### src/rtl/mem_port_arbiter.sv
// Arbitrates the single-ported unified memory between instruction fetch (IF) and load/store (MEM).
// Each access runs for a fixed MEM_LATENCY cycles and then returns a one-cycle ready pulse.
module mem_port_arbiter #(
  parameter int WORD_SIZE   = 16,
  parameter int MEM_LATENCY = 2
) (
  input  logic                 clk,
  input  logic                 reset_n,
  input  logic                 i_req,
  input  logic [WORD_SIZE-1:0] i_addr,
  input  logic                 i_abort,
  output logic [WORD_SIZE-1:0] i_rdata,
  output logic                 i_ready,
  output logic                 i_stall,
  input  logic                 d_req,
  input  logic                 d_we,
  input  logic [WORD_SIZE-1:0] d_addr,
  input  logic [WORD_SIZE-1:0] d_wdata,
  output logic [WORD_SIZE-1:0] d_rdata,
  output logic                 d_ready,
  output logic                 d_stall,
  output logic                 mem_req,
  output logic                 mem_we,
  output logic [WORD_SIZE-1:0] mem_addr,
  output logic [WORD_SIZE-1:0] mem_wdata,
  input  logic [WORD_SIZE-1:0] mem_rdata,
  output logic [15:0]          num_i_access,
  output logic [15:0]          num_d_access
);

  typedef enum logic [1:0] {IDLE, I_ACC, D_ACC} state_t;

  localparam logic [3:0] LAT_LOAD = 4'(MEM_LATENCY - 1);

  state_t               state_q, state_d;
  logic [3:0]           cnt_q, cnt_d;
  logic                 discard_q, discard_d;
  logic                 i_ready_q, i_ready_d;
  logic                 d_ready_q, d_ready_d;
  logic                 mem_we_q, mem_we_d;
  logic [WORD_SIZE-1:0] mem_addr_q, mem_addr_d;
  logic [WORD_SIZE-1:0] mem_wdata_q, mem_wdata_d;
  logic [WORD_SIZE-1:0] i_rdata_q, i_rdata_d;
  logic [WORD_SIZE-1:0] d_rdata_q, d_rdata_d;
  logic [15:0]          num_i_q, num_i_d;
  logic [15:0]          num_d_q, num_d_d;

  always_comb begin
    state_d     = state_q;
    cnt_d       = cnt_q;
    discard_d   = discard_q;
    i_ready_d   = 1'b0;
    d_ready_d   = 1'b0;
    mem_we_d    = mem_we_q;
    mem_addr_d  = mem_addr_q;
    mem_wdata_d = mem_wdata_q;
    i_rdata_d   = i_rdata_q;
    d_rdata_d   = d_rdata_q;
    num_i_d     = num_i_q;
    num_d_d     = num_d_q;

    case (state_q)
      IDLE: begin
        // A port still showing its ready pulse is skipped so its request is not served twice.
        if (d_req && !d_ready_q) begin
          state_d     = D_ACC;
          cnt_d       = LAT_LOAD;
          mem_addr_d  = d_addr;
          mem_wdata_d = d_wdata;
          mem_we_d    = d_we;
        end else if (i_req && !i_ready_q) begin
          state_d    = I_ACC;
          cnt_d      = LAT_LOAD;
          mem_addr_d = i_addr;
          mem_we_d   = 1'b0;
        end
      end
      I_ACC: begin
        if (i_abort) discard_d = 1'b1;
        if (cnt_q == 4'd0) begin
          state_d   = IDLE;
          discard_d = 1'b0;
          // A flushed fetch still occupies the memory but its result is dropped silently.
          if (!(discard_q || i_abort)) begin
            i_rdata_d = mem_rdata;
            i_ready_d = 1'b1;
            num_i_d   = num_i_q + 16'd1;
          end
        end else begin
          cnt_d = cnt_q - 4'd1;
        end
      end
      D_ACC: begin
        if (cnt_q == 4'd0) begin
          state_d   = IDLE;
          d_ready_d = 1'b1;
          num_d_d   = num_d_q + 16'd1;
          mem_we_d  = 1'b0;
          if (!mem_we_q) d_rdata_d = mem_rdata;
        end else begin
          cnt_d = cnt_q - 4'd1;
        end
      end
      default: state_d = IDLE;
    endcase
  end

  always_ff @(posedge clk or negedge reset_n) begin
    if (!reset_n) begin
      state_q     <= IDLE;
      cnt_q       <= '0;
      discard_q   <= 1'b0;
      i_ready_q   <= 1'b0;
      d_ready_q   <= 1'b0;
      mem_we_q    <= 1'b0;
      mem_addr_q  <= '0;
      mem_wdata_q <= '0;
      i_rdata_q   <= '0;
      d_rdata_q   <= '0;
      num_i_q     <= '0;
      num_d_q     <= '0;
    end else begin
      state_q     <= state_d;
      cnt_q       <= cnt_d;
      discard_q   <= discard_d;
      i_ready_q   <= i_ready_d;
      d_ready_q   <= d_ready_d;
      mem_we_q    <= mem_we_d;
      mem_addr_q  <= mem_addr_d;
      mem_wdata_q <= mem_wdata_d;
      i_rdata_q   <= i_rdata_d;
      d_rdata_q   <= d_rdata_d;
      num_i_q     <= num_i_d;
      num_d_q     <= num_d_d;
    end
  end

  assign mem_req      = (state_q != IDLE);
  assign mem_we       = mem_we_q;
  assign mem_addr     = mem_addr_q;
  assign mem_wdata    = mem_wdata_q;
  assign i_rdata      = i_rdata_q;
  assign d_rdata      = d_rdata_q;
  assign i_ready      = i_ready_q;
  assign d_ready      = d_ready_q;
  assign num_i_access = num_i_q;
  assign num_d_access = num_d_q;
  assign i_stall      = i_req & ~i_ready_q;
  assign d_stall      = d_req & ~d_ready_q;

endmodule

### config.mk
export PLATFORM = sky130hd
export DESIGN_NAME = mem_port_arbiter
export DESIGN_NICKNAME = d
export VERILOG_FILES = /design/src/rtl/mem_port_arbiter.sv
export SDC_FILE = /design/constraint.sdc
export NUM_CORES = 1
export LEC_CHECK = 0
export BUFFER_PORTS_ARGS = -buffer_cell sky130_fd_sc_hd__buf_2
export CORE_MARGIN = 2
export CORE_UTILIZATION = 49
export DETAILED_ROUTE_END_ITERATION = 6
export GPL_ROUTABILITY_DRIVEN = 0
export PLACE_DENSITY = 0.8
export REMOVE_ABC_BUFFERS = 1
export SKIP_CTS_REPAIR_TIMING = 1
export SKIP_LAST_GASP = 1
export SYNTH_ARGS = -nofsm -noshare
export SYNTH_HDL_FRONTEND = slang
export SYNTH_SLANG_ARGS = --single-unit
### constraint.sdc
create_clock -name clk -period 2.7 [get_ports clk]
set_clock_uncertainty 0.05 [all_clocks]
set_input_delay 0.135 -clock clk [delete_from_list [all_inputs] [get_ports clk]]
set_output_delay 0.135 -clock clk [all_outputs]
set_load 0.1 [all_outputs]
== Yosys cells after proc, flatten, opt, wreduce, memory -nomap -nowiden ==
Index checks and enable logic that the tools add are counted.

* $add $sub $neg: 3
* Multipliers: 0
* Div/mod/pow operators: 0
* Magnitude comparators: 0
* Equality and inequality tests: 6
* Shift-type cells: 0
* Mux-type cells: 21
* Bitwise gates (word level): 6
* Reduce and logical (&&, ||, !) cells: 22

{| class="wikitable"
|+ Operators by type and width
! kind !! number
|-
| $add 16x1->16 const B || 2
|-
| $mux 16 || 2
|-
| $mux 4 || 3
|-
| $reduce_and 3->1 || 4
|-
| $mux 1 || 10
|-
| $reduce_and 2->1 || 5
|-
| $reduce_bool 2->1 || 5
|-
| $pmux 4 s2 || 1
|-
| $mux 2 || 3
|-
| $logic_not 4->1 || 1
|-
| $ne 2x2->1 const B || 2
|-
| $not 1->1 || 4
|-
| $pmux 2 s2 || 1
|-
| $sub 4x1->4 const B || 1
|-
| $ne 3x3->1 const B || 1
|-
| $and 1x1->1 || 2
|-
| $eq 2x1->1 const B || 1
|-
| $eq 2x2->1 const B || 1
|-
| $logic_and 1x1->1 || 2
|-
| $logic_not 1->1 || 2
|-
| $logic_not 2->1 || 1
|-
| $ne 2x1->1 const B || 1
|-
| $pmux 1 s2 || 1
|-
| $reduce_or 2->1 || 1
|-
| $logic_or 1x1->1 || 1
|}

* Bits in registers: 106
* Bits in latches: 0
* RAM bits: 0
* ROM bits: 0
* Logic and storage cells: 70
* Memories kept: 0

== Longest topological paths before layout ==
* Depth after elaboration: 5
* Depth in mapped cells: 8
* Gate-level depth less buffers: 7

== Least setup slack after synthesis ==
OpenSTA, ideal clock, no wires.

* Kind: reg-to-reg
* Start point: register i_ready_q (netlist: i_ready)
* End point: register mem_addr_q[11] (netlist: mem_addr[11])
* Data arrival time: 3.195 ns
* Required time: 2.515 ns
* Slack: -0.680 ns
* Stages on the path, launching flop included: 6
* Path buffers: 1
* Cells stage by stage: dfrtp_1 > nor2b_1 > o21ai_0 > clkbuf_1 > nand2_1 > o21ai_0

* Longest elaborated chain between the ends: 4

{| class="wikitable"
|+ Ends and longest elaborated chain
! what !! line !! source
|-
| start: declaration || 38 || <nowiki>logic i_ready_q, i_ready_d;</nowiki>
|-
| start signal: assignment || 126 || <nowiki>i_ready_q <= i_ready_d;</nowiki>
|-
| $logic_not 1->1 || 71 || <nowiki>end else if (i_req && !i_ready_q) begin</nowiki>
|-
| $logic_and 1x1->1 || 71 ||
|-
| $reduce_bool 2->1 (no source line) || n/a ||
|-
| $reduce_and 2->1 (no source line) || n/a ||
|-
| end signal: assignment || 129 || <nowiki>mem_addr_q <= mem_addr_d;</nowiki>
|-
| end: declaration || 41 || <nowiki>logic [WORD_SIZE-1:0] mem_addr_q, mem_addr_d;</nowiki>
|}

Every way passes these cells.
A chain may end at the register's enable or synchronous reset.

== Final worst setup path ==
* Start point: register cnt_q[0]
* End point: register num_i_q[5] (netlist: num_i_access[5])

* Longest elaborated chain between the ends: 2

{| class="wikitable"
|+ Ends and longest elaborated chain
! what !! line !! source
|-
| start: declaration || 36 || <nowiki>logic [3:0] cnt_q, cnt_d;</nowiki>
|-
| start signal: assignment || 124 || <nowiki>cnt_q <= cnt_d;</nowiki>
|-
| $logic_not 4->1 || 80 || <nowiki>if (cnt_q == 4'd0) begin</nowiki>
|-
| $reduce_and 3->1 (no source line) || n/a ||
|-
| end signal: assignment || 133 || <nowiki>num_i_q <= num_i_d;</nowiki>
|-
| end: declaration || 45 || <nowiki>logic [15:0] num_i_q, num_i_d;</nowiki>
|}

Every way passes these cells.

==> out/metrics.yaml <==
status: "finished, final reports clean"
path_class: "reg2reg"
layout_common_cells: "buf_2, dfrtp_1, nand2_1, dlygate4sd3_1, mux2_2"
vias: 3630
die_x_um: 99.7
ys_types: 42
antenna_found_initial: 0
synth_area_mm2: 0.00448
drive_gt1_frac: 0.389
cts_buffers: 9
maxCapViolations: 0
cp_data_required_time_ps: 2950
clkTransAtPathRegs_ps: 110
syn_inst: 386
drt_iter0_drc: 127
ys_seq_elements: 106
reg2reg_depth: 6
critical_path.max_fanout: 22
worstHoldPathCells: 3
cts-root-buf: "clkbuf_8"
cp_slowest_cell: "or2_2"
hold_end: "mem_addr[8]$_DFFE_PN0P_"
hpwl_um: 7680
yosys.area.top_type: "dfrtp_1"
period_needed_ps: 2400
viasPerCell: 5.13
io_pins: 172
reg2reg_to: "num_i_access[5]$_DFFE_PN0P_"
fmaxAchievable_mhz: 417
fillers: 656
synthTopCellsByArea: "dfrtp_1, mux2_2, nand2_1, xnor2_1, mux2i_1"
grt_util_all_layers: 0.217
gr-usage-met3: 0.0534
final_cells: 707
areaGrowthSynthToFinish_pct: 34.7
hp-class: "in2reg"
relSlewSlack: 0.281
wl_per_cell_um: 16.5
worstHoldStart: "d_addr[8]"
cpPeakStageDelay_ps: 500
critPathLaunchType: "flop"
slew_violations: 0
end_kind: "flop"
reg2reg_from: "cnt_q[0]$_DFFE_PN0P_"
grt_max_degree: 62
htreeDepth: 3
met2_usage: 0.357
ys_seq_area_frac: 0.592
worstPathArrival_ps: 2650
gr-total-overflow: 0
cts.sinks: 106
tightestPinTransition_ps: 1080
clock_latency_ps: 370
rsz0062_at_grt: "false"
wl_um: 11700
antenna_left: 0
setup_violations: 0
regToRegSetupSlack_ps: 300
layout_commonest_cell: "buf_2"
dp.cells: 657
cp_cell_sequence: "inv_1 > ha_1 > or3b_4 > or2_2 > nor4_1 > xor2_1"
grt_most_used_layer: "met2"
drc: 0
portBuffers: 171
hold_viol_final: 0
synth.top_cell.area_share: 0.592
cts_max_path_buffers: 2
row_count: 34
grt_pass1_vias: 3550
nets: 671
start_util: 0.509
yosysWarnings: 0
post-route-period-util: 0.888
die_h_um: 99.7
n_antenna_cell: 0
cts_tree: "done"
whs_ps: 4.08
synth_area_per_cell_um2: 11.6
first_pass_iters: 4
grt_pass1_wl_um: 17000
dieArea_mm2: 0.00993
tns_ps: 0
use_met1: 0.278
core-area_mm2: 0.00881
==> layout make-up <==
class	instances	area, µm²	share of cell area
clock buffer	9	124	0.0205
timing repair buffer	210	1250	0.207
tap	108	135	0.0224
multi-input combinational	254	1730	0.286
clock inverter	7	108	0.0178
inverter	13	48.8	0.00808
sequential	106	2650	0.439
==> worst max-delay path: cells and delay by family (launching register included) <==
kind                       cells  cell delay (ps)
adders and majority gates      1              220
DFF                            1              430
buffers and inverters          1              100
and+or+nand+nor                3             1350
xor gates and xnor gates       1              190
==> sequential cells by signal, indices dropped and copies added (netlist names) <==
register	count
cnt_q	4
d_rdata	16
d_ready	1
discard_q	1
i_rdata	16
i_ready	1
mem_addr	16
mem_wdata	16
mem_we	1
num_d_access	16
num_i_access	16
state_q	2
==> layer usage <==
| layer | wire length [µm] | share of wire | up-vias |
|---|---|---|---|
| li1 | - | - | 1720 |
| met1 | 4670 | 0.40 | 1745 |
| met2 | 6000 | 0.51 | 141 |
| met3 | 722 | 0.062 | 24 |
| met4 | 277 | 0.024 | 0 |
| met5 | 0 | 0 | - |
==> worst max-delay path by stage <==
stage | start | end | slack, ps
floorplan | d_ready$_DFF_PN0_ | mem_addr[0]$_DFFE_PN0P_ | -2230
CTS | cnt_q[0]$_DFFE_PN0P_ | num_i_access[5]$_DFFE_PN0P_ | 300
detailed placement | cnt_q[0]$_DFFE_PN0P_ | num_i_access[5]$_DFFE_PN0P_ | 340
finish | cnt_q[0]$_DFFE_PN0P_ | num_i_access[5]$_DFFE_PN0P_ | 300
global route | cnt_q[0]$_DFFE_PN0P_ | num_i_access[5]$_DFFE_PN0P_ | 160
global placement | state_q[1]$_DFFE_PN0P_ | num_i_access[5]$_DFFE_PN0P_ | 480
==> cells by family (layout without fill, tap and decap cells) <==
family | count (synthesis) | in the layout | synth area share
buf+inv | 26 | 239 | 0.0246
xor+xnor | 30 | 30 | 0.0586
fa+ha+maj | 7 | 7 | 0.0195
flops | 106 | 106 | 0.592
simple gates | 133 | 133 | 0.142
compound gates | 35 | 35 | 0.0455
mux | 49 | 49 | 0.118
==> metrics by stage <==
| step | setup WS [ps] | util | cell area, µm² |
|---|---|---|---|
| 2_1_floorplan | -2230 | - | 4420 |
| 3_3_place_gp | 478 | 0.621 | 5470 |
| 3_5_place_dp | 341 | 0.621 | 5470 |
| 4_1_cts | 303 | 0.647 | 5700 |
| 5_1_grt | 159 | 0.686 | 6040 |
| 6_report | 301 | 0.686 | 6040 |
==> cell usage after synthesis, drive strengths merged <==
| cell type | count |
|---|---|
| buf | 6 |
| or3b | 2 |
| a21oi | 6 |
| mux2 | 32 |
| clkbuf | 7 |
| and4 | 4 |
| nor3 | 5 |
| a31o | 1 |
| a22oi | 1 |
| or3 | 1 |
| a22o | 2 |
| o31a | 1 |
| nand4 | 8 |
| nor2b | 1 |
| nand4b | 1 |
| xnor2 | 21 |
| nand2b | 1 |
| xor2 | 9 |
| nand2 | 87 |
| or2 | 2 |
| dfrtp | 106 |
| and3 | 2 |
| mux2i | 17 |
| o22ai | 1 |
| o21ai | 20 |
| nand3 | 6 |
| nor2 | 6 |
| nand4bb | 1 |
| or4 | 1 |
| nor4 | 4 |
| clkinv | 2 |
| o31ai | 1 |
| nor3b | 1 |
| o2bb2ai | 1 |
| inv | 11 |
| o311ai | 1 |
| ha | 7 |
Power is left out: the tool's default activity adds up to more than one toggle a clock period on the data nets, which glitch-free logic cannot reach.
